==> config.mk <==
export PLATFORM = sky130hd
export DESIGN_NAME = count_pwm
export DESIGN_NICKNAME = d
export VERILOG_FILES = /design/src/rtl/count_pwm_pkg.sv /design/src/rtl/count_wrap_det.sv /design/src/rtl/count_pwm.sv
export SDC_FILE = /design/constraint.sdc
export NUM_CORES = 1
export LEC_CHECK = 0
export CORE_MARGIN = 1.5
export CORE_UTILIZATION = 30
export CTS_CLUSTER_DIAMETER = 120
export DETAILED_ROUTE_END_ITERATION = 10
export SYNTH_ARGS = -nofsm -noshare
export SYNTH_HDL_FRONTEND = slang
export SYNTH_SLANG_ARGS = --single-unit
==> constraint.sdc <==
create_clock -name clk -period 3.25 [get_ports clk]
set_input_delay 0.65 -clock clk [delete_from_list [all_inputs] [get_ports clk]]
set_output_delay 0.65 -clock clk [all_outputs]
set_load 0.05 [all_outputs]
==> src/rtl/count_pwm_pkg.sv <==
// Shared types, constants and the duty clamp for the count_pwm block.
package count_pwm_pkg;

  localparam int CNT_WIDTH = 4;

  typedef logic [CNT_WIDTH:0] duty_t;

  localparam duty_t DUTY_MAX = duty_t'(1 << CNT_WIDTH);

  // Saturate a requested duty to 2^w (a full-period high output).
  function automatic logic [31:0] clamp_duty(input logic [31:0] duty, input int w);
    logic [31:0] max_v;
    max_v = 32'd1 << w;
    return (duty > max_v) ? max_v : duty;
  endfunction

endpackage

==> src/rtl/count_wrap_det.sv <==
// Tracks the previous counter sample and flags period wrap; with
// COUNT_PWM_SEQCHK_EN also reports an illegal step in the count sequence.
module count_wrap_det #(
  parameter int WIDTH = 4
) (
  input  logic             clk,
  input  logic             rst,
  input  logic [WIDTH-1:0] cnt_i,
  output logic             wrap
`ifdef COUNT_PWM_SEQCHK_EN
  ,
  output logic             seq_bad
`endif
);

  logic [WIDTH-1:0] prev_cnt;
  logic             prev_vld;

  always_ff @(posedge clk) begin
    if (rst) begin
      prev_cnt <= '0;
      prev_vld <= 1'b0;
    end else begin
      prev_cnt <= cnt_i;
      prev_vld <= 1'b1;
    end
  end

  // A hold at the top count is not a wrap; only the 2^WIDTH-1 -> 0 step is.
  assign wrap = prev_vld & (prev_cnt == {WIDTH{1'b1}}) & (cnt_i == '0);

`ifdef COUNT_PWM_SEQCHK_EN
  logic [WIDTH-1:0] prev_inc;
  assign prev_inc = prev_cnt + 1'b1;
  assign seq_bad  = prev_vld & (cnt_i != prev_cnt) & (cnt_i != prev_inc);
`endif

endmodule

==> src/rtl/count_pwm.sv <==
// PWM generator driven by an external up-counter, with a double-buffered duty.
// Optional count-sequence checking is enabled by COUNT_PWM_SEQCHK_EN.
module count_pwm
  import count_pwm_pkg::*;
#(
  parameter int WIDTH = CNT_WIDTH
) (
  input  logic             clk,
  input  logic             rst,
  input  logic [WIDTH-1:0] cnt_i,
  input  logic [WIDTH:0]   duty_i,
  input  logic             duty_valid_i,
  output logic             duty_ready_o,
  output logic             pwm_o,
  output logic             period_o,
  output logic             seq_err_o
);

  logic           wrap;
  logic           accept;
  logic           apply;
  logic           sh_full;
  logic [WIDTH:0] duty_sh;
  logic [WIDTH:0] duty_act;
  logic [WIDTH:0] duty_nxt;
  logic [WIDTH:0] duty_clamped;

`ifdef COUNT_PWM_SEQCHK_EN
  logic seq_bad;
  logic seq_err_q;
`endif

  count_wrap_det #(.WIDTH(WIDTH)) u_wrap_det (
    .clk   (clk),
    .rst   (rst),
    .cnt_i (cnt_i),
    .wrap  (wrap)
`ifdef COUNT_PWM_SEQCHK_EN
    ,
    .seq_bad (seq_bad)
`endif
  );

  // Duty handshake: a transfer happens on any clk edge where duty_valid_i and
  // duty_ready_o are both high; the source holds duty_i stable until then.
  // Ready is low while the shadow holds a value not yet applied at a wrap.
  assign duty_ready_o = ~sh_full & ~rst;
  assign accept       = duty_valid_i & duty_ready_o;
  assign apply        = wrap & sh_full;
  assign duty_nxt     = apply ? duty_sh : duty_act;
  assign duty_clamped = (WIDTH+1)'(clamp_duty(32'(duty_i), WIDTH));

  always_ff @(posedge clk) begin
    if (rst) begin
      duty_sh  <= '0;
      duty_act <= '0;
      sh_full  <= 1'b0;
      pwm_o    <= 1'b0;
      period_o <= 1'b0;
    end else begin
      if (apply) begin
        duty_act <= duty_sh;
      end
      // accept needs an empty shadow, so it never collides with apply.
      if (accept) begin
        duty_sh <= duty_clamped;
        sh_full <= 1'b1;
      end else if (apply) begin
        sh_full <= 1'b0;
      end
      pwm_o    <= ({1'b0, cnt_i} < duty_nxt);
      period_o <= wrap;
    end
  end

`ifdef COUNT_PWM_SEQCHK_EN
  always_ff @(posedge clk) begin
    if (rst) begin
      seq_err_q <= 1'b0;
    end else if (seq_bad) begin
      seq_err_q <= 1'b1;
    end
  end
  assign seq_err_o = seq_err_q;
`else
  assign seq_err_o = 1'b0;
`endif

endmodule

==> flow_summary.ini, run 1 <==
[timing]
finalSetupViolations = 0
rsz0062_at_grt = no
hold_viol = 0
min_period_over_period = 0.843
maxSlewViolCount = 0
fin_crit_ps = 2740
hold_slack_ps = 459
fin_skew_ps = 2.48
worst_slack_ps = 509
max_freq_mhz = 365
tns_ps = 0

[setup_path]
worstReg2RegEnd = pwm_o
crit_path_cell_trace = clkdlybuf4s50_1 > and4bb_1 > nand4_4 > mux2i_1 > ha_1 > o21a_1 > o21ai_0 > and3b_1 > o32ai_2
path_class = in -> reg
worst_ep_required_time_ps = 3460
cp-start-kind = input port
r2r_start = u_wrap_det.prev_vld
end_kind = flop
rr_worst_depth = 8
critPathLaunch = cnt_i[1]
cp_max_fo = 3
cp_data_arrival_time_ps = 2950
slowest_stage = clkdlybuf4s50_1
cpPeakStageDelay_ps = 450
rrSetupSlack_ps = 1100

[synthesis]
yosysUniqueCellTypes = 26
synth_area_leaders = dfxtp_1 48%, mux2i_1 5.4%, ha_1 5.1%
synth.cells.most_frequent = 18 x dfxtp_1, 7 x nand2_1, 7 x nor2_1, 5 x a21oi_1, 5 x nor2b_1
synth_most_common_cell = dfxtp_1
synth_cells = 73
yosysSeqAreaShare = 0.485
syn_area_um2 = 743
synth_edf_count = 0
synth_top_area_share = 0.485
synthArstFlopShare = 0
yosysTopAreaCell = dfxtp_1
synth_area_per_cell_um2 = 10.2
synthFlopType = dfxtp_1
synth_seq_cells = 18
ys_warn_count = 0
synth_nets = 88

[placed_design]
place.detailed.hpwl_um = 1040
post-place-ws_ps = 246
place_congestion = 0.746
io_buffers = 14
placedInstanceArea_um2 = 916

[drt]
drt-total-wl_um = 1320
drc = 0
drt-pass1-iter-count = 4
viasPerCell = 4.79
ant_nets = 0
num_vias = 561
initialDrtViolationCount = 3
routedWlPerCell_um = 11.2

[hold_path]
hp-start = duty_sh[3]
min_path_type = reg -> reg
worstHoldEndpoint = duty_sh[3]
min_path_cells = 2

[power]
leakagePower_uw = 0.000393
ir_worst_vdd_v = 0.000209
powerDensity_nw_per_um2 = 414

[floorplanning]
dieArea_um2 = 2790
start_util = 0.327
fp-row-count = 17
core-area_um2 = 2280
die_h_um = 52.8
num_io_pins = 16
die_w_um = 52.8

[clocking]
cts.sinks = 18
cts-htree-levels = 1
cts-resized-gates = 0
insertion_delay_ps = 290
clk_pin_slew_ps = 90
clockRootBuffer = clkbuf_4
postCtsSetupRepairBufs = 0
cts_tree = built
cts_hold_buf = 0
cts_made_buffers = 3
cts_buffer_depth = 2

[global_routing]
grt_pass1_wl_um = 2330
grtUsageTotal = 0.117
grt_max_degree = 18
grt_pass1_vias = 566
antenna_found_initial = 0
grt_overflow_total = 0

[run_status]
status = complete, no violations

[layout]
final_nets = 106
synthToLayoutAreaGrowth_pct = 26.3
final_core_util = 0.412
diodes = 0
drive_above_1_share = 0.112
post-route-cell-area_um2 = 938
fillers = 230

[job]
cap_violations = 0
## flip-flops by register name, indices dropped and copies added, names as in the netlist
name	cells
u_wrap_det.prev_cnt	4
pwm_o	1
sh_full	1
period_o	1
duty_sh	5
u_wrap_det.prev_vld	1
duty_act	5
## per-stage QoR
stage	total power, uW	instances
finish	388	117
detailed placement	287	114
CTS	392	117
floorplan	265	73
global route	408	117
global placement	286	114
## layout by cell type, fill, tap and decap left out
| cell type | count |
|---|---|
| and3_1 | 1 |
| inv_1 | 1 |
| clkbuf_4 | 3 |
| ha_1 | 3 |
| mux2i_1 | 4 |
| nand2b_1 | 1 |
| o21a_1 | 1 |
| and4bb_1 | 1 |
| nand2_1 | 7 |
| and3b_1 | 1 |
| clkdlybuf4s50_1 | 13 |
| or2_2 | 1 |
| o32ai_2 | 1 |
| nand3b_1 | 4 |
| and4_1 | 1 |
| a21oi_1 | 5 |
| nand4_1 | 1 |
| o211a_1 | 1 |
| o21ai_0 | 1 |
| nor2_1 | 7 |
| nand4_4 | 1 |
| conb_1 | 1 |
| a211oi_1 | 2 |
| buf_4 | 3 |
| nor2b_1 | 5 |
| dfxtp_1 | 18 |
| mux2i_2 | 1 |
## kinds of logic after synthesis
logic type,share of synthesized area
flip-flops,0.485
other,0.00505
multiplexers,0.0724
buffers and inverters,0.0253
AND/OR/NAND/NOR,0.256
AO/OA/AOI/OAI,0.106
adder cells (fa/ha/maj),0.0505
## worst max-delay path, delay by kind of cell
family                   cells  cell delay [ps]
multiplexers                 1              260
buffers and inverters        1              450
AO/OA/AOI/OAI                3              570
adder cells (fa/ha/maj)      1              280
AND/OR/NAND/NOR              3              740
## per-layer routing
metal	track usage	vias to the layer above	share of wire	wire [um]
met5	0	-	0	0
met4	0.0556	0	0.0099	13
met3	0.0629	2	0.075	98
met2	0.183	15	0.46	610
met1	0.128	258	0.45	592
li1	-	286	-	-
## power by group
part	switching [uW]	total [uW]	internal (uW)	leakage, uW
Sequential	3.96	232	228	0.000147
Combinational	24.9	49.5	24.6	0.000232
Clock	63.9	107	43.1	0.0000138
Total	92.7	388	295	0.000393
## final cells by class
type	instances	area, um^2	area share
multi-input combinational	51	364	0.388
sequential	18	360	0.384
timing repair buffer	16	153	0.163
tap	28	35.0	0.0373
clock buffer	3	22.5	0.0240
inverter	1	3.75	0.00400
## worst max path at each step
stage / end / slack [ps] / depth (start not counted)
3_3_place_gp: pwm_o / 260 / 9
2_1_floorplan: pwm_o / 850 / 8
4_1_cts: pwm_o / 540 / 9
5_1_grt: pwm_o / 390 / 9
3_5_place_dp: pwm_o / 250 / 9
6_report: pwm_o / 510 / 9
Note: power is estimated with default switching activity, not from simulation.
==> run 2: changes to the inputs <==
- clock period: 3.25 -> 2.6 ns (I/O delays scaled with it)
==> flow_summary.ini, run 2 (same netlist as run 1, synthesis figures left out) <==
[layout]
stdcell_count = 125
final_cell_mix = 18 x dfxtp_1, 13 x clkdlybuf4s50_1, 10 x buf_4, 7 x nor2_1, 7 x nand2_1
post-route-cell-area_um2 = 1030
diodes = 0
final_nets = 114
drive_above_1_share = 0.216
final_common_cell = dfxtp_1
fillers = 217
reg_top3 = duty_act x5, duty_sh x5, u_wrap_det.prev_cnt x4
synthToLayoutAreaGrowth_pct = 38.4

[timing]
max_freq_mhz = 406
finalSetupViolations = 0
hold_slack_ps = 469
fin_skew_ps = 1.01
min_period_over_period = 0.946
fin_crit_ps = 2460
hold_viol = 0
maxSlewViolCount = 0
tns_ps = 0
rsz0062_at_grt = no

[global_routing]
grt_overflow_total = 0
antenna_found_initial = 0
grt_max_degree = 18
grt_pass1_wl_um = 2440
grtUsageTotal = 0.126
grt_pass1_vias = 555

[placed_design]
io_buffers = 14
place.detailed.hpwl_um = 1130
dp_cells = 122
place_congestion = 0.757
placedInstanceArea_um2 = 988

[floorplanning]
die_h_um = 52.8
die_w_um = 52.8
start_util = 0.327
fp-row-count = 17
core-area_um2 = 2280
num_io_pins = 16
dieArea_um2 = 2790

[setup_path]
slowest_stage = clkdlybuf4s50_1
cpPeakStageDelay_ps = 430
end_kind = flop
r2r_start = u_wrap_det.prev_vld
critPathLaunch = cnt_i[1]
cp_data_arrival_time_ps = 2670
rr_worst_depth = 8
cp_max_fo = 4
rrSetupSlack_ps = 560
worstReg2RegEnd = pwm_o
cp-start-kind = input port
crit_path_end = pwm_o
crit_cells = 9
cp_top_family = simple AND/OR/NAND/NOR gates
crit_path_cell_trace = clkdlybuf4s50_1 > and4bb_2 > nand4_4 > mux2i_4 > ha_1 > o21a_1 > o21ai_1 > and3b_1 > o32ai_2
worst-path-buf-inv = 1
path_class = in -> reg
worst_ep_required_time_ps = 2810

[power]
netSwitchingFraction = 0.243
seqPwrFrac = 0.583
ir_worst_vdd_v = 0.000282
comb_power_share = 0.145
powerDensity_nw_per_um2 = 484
leakagePower_uw = 0.000427
clkPwrFrac = 0.272
switching_power_uw = 121
intPower_uw = 377

[drt]
wl_met2_um = 642
wl_met3_um = 71
routedWlPerCell_um = 12.1
top_layer = met4
drc = 0
num_vias = 595
drt-pass1-iter-count = 4
wl_met1_um = 761
ant_nets = 0
initialDrtViolationCount = 10
drt-total-wl_um = 1520
viasPerCell = 4.76

[clocking]
cts_tree = built
insertion_delay_ps = 290
cts_buffer_depth = 2
cts-htree-levels = 1
clk_pin_slew_ps = 100
postCtsSetupRepairBufs = 0
cts_made_buffers = 3
clockRootBuffer = clkbuf_4
cts.sinks = 18

[job]
cap_violations = 0

[hold_path]
min_path_type = reg -> reg

[run_status]
status = complete, no violations
## run 2: how the worst min path moves through the flow
stage	startpoint	depth (start not counted)	to	slack, ps
2_1_floorplan	duty_sh[1]	2	duty_sh[1]	430
3_3_place_gp	duty_sh[3]	2	duty_sh[3]	450
3_5_place_dp	duty_sh[1]	2	duty_sh[1]	450
4_1_cts	duty_sh[1]	2	duty_sh[1]	460
5_1_grt	duty_sh[3]	2	duty_sh[3]	480
6_report	duty_sh[3]	2	duty_sh[3]	470
## run 2: tightest hold or removal path, cell delays in order, from the launching register on
cell and delay, ps:
dfxtp_1 330, nand2_1 50, a21oi_1 50
## run 2: final cells by class
class	instances	area, um^2	share of cell area
multi-input combinational	51	382	0.371
sequential	18	360	0.350
tap	28	35.0	0.0341
clock buffer	3	22.5	0.0219
inverter	1	3.75	0.00365
timing repair buffer	24	225	0.219
## run 2: what timing repair did
action	4_1_cts	5_1_grt
gates resized for setup	0	5
endpoints found under the setup margin	0	1
hold buffers	0	0
## run 2: routing by layer
layer	vias up	track usage
met3	4	0.0257
met4	0	0.0897
met5	-	0
met2	15	0.190
li1	303	-
met1	273	0.158
## run 2: metrics by stage
step	util	setup WS, ps	power [uW]
6_report	0.452	140	498
2_1_floorplan	-	328	331
4_1_cts	0.444	65.6	498
5_1_grt	0.452	19.8	517
3_3_place_gp	0.434	-121	367
3_5_place_dp	0.434	-232	367
## run 2: power by group through the flow
stage / combinational, uW / clock [uW] / sequential [uW]
after floorplan: 33.0 / 0 / 298
after global routing: 78.1 / 147 / 292
after global placement: 70.7 / 0 / 296
final: 72.3 / 136 / 290
after CTS: 71.2 / 137 / 290
after detailed placement: 70.9 / 0 / 296
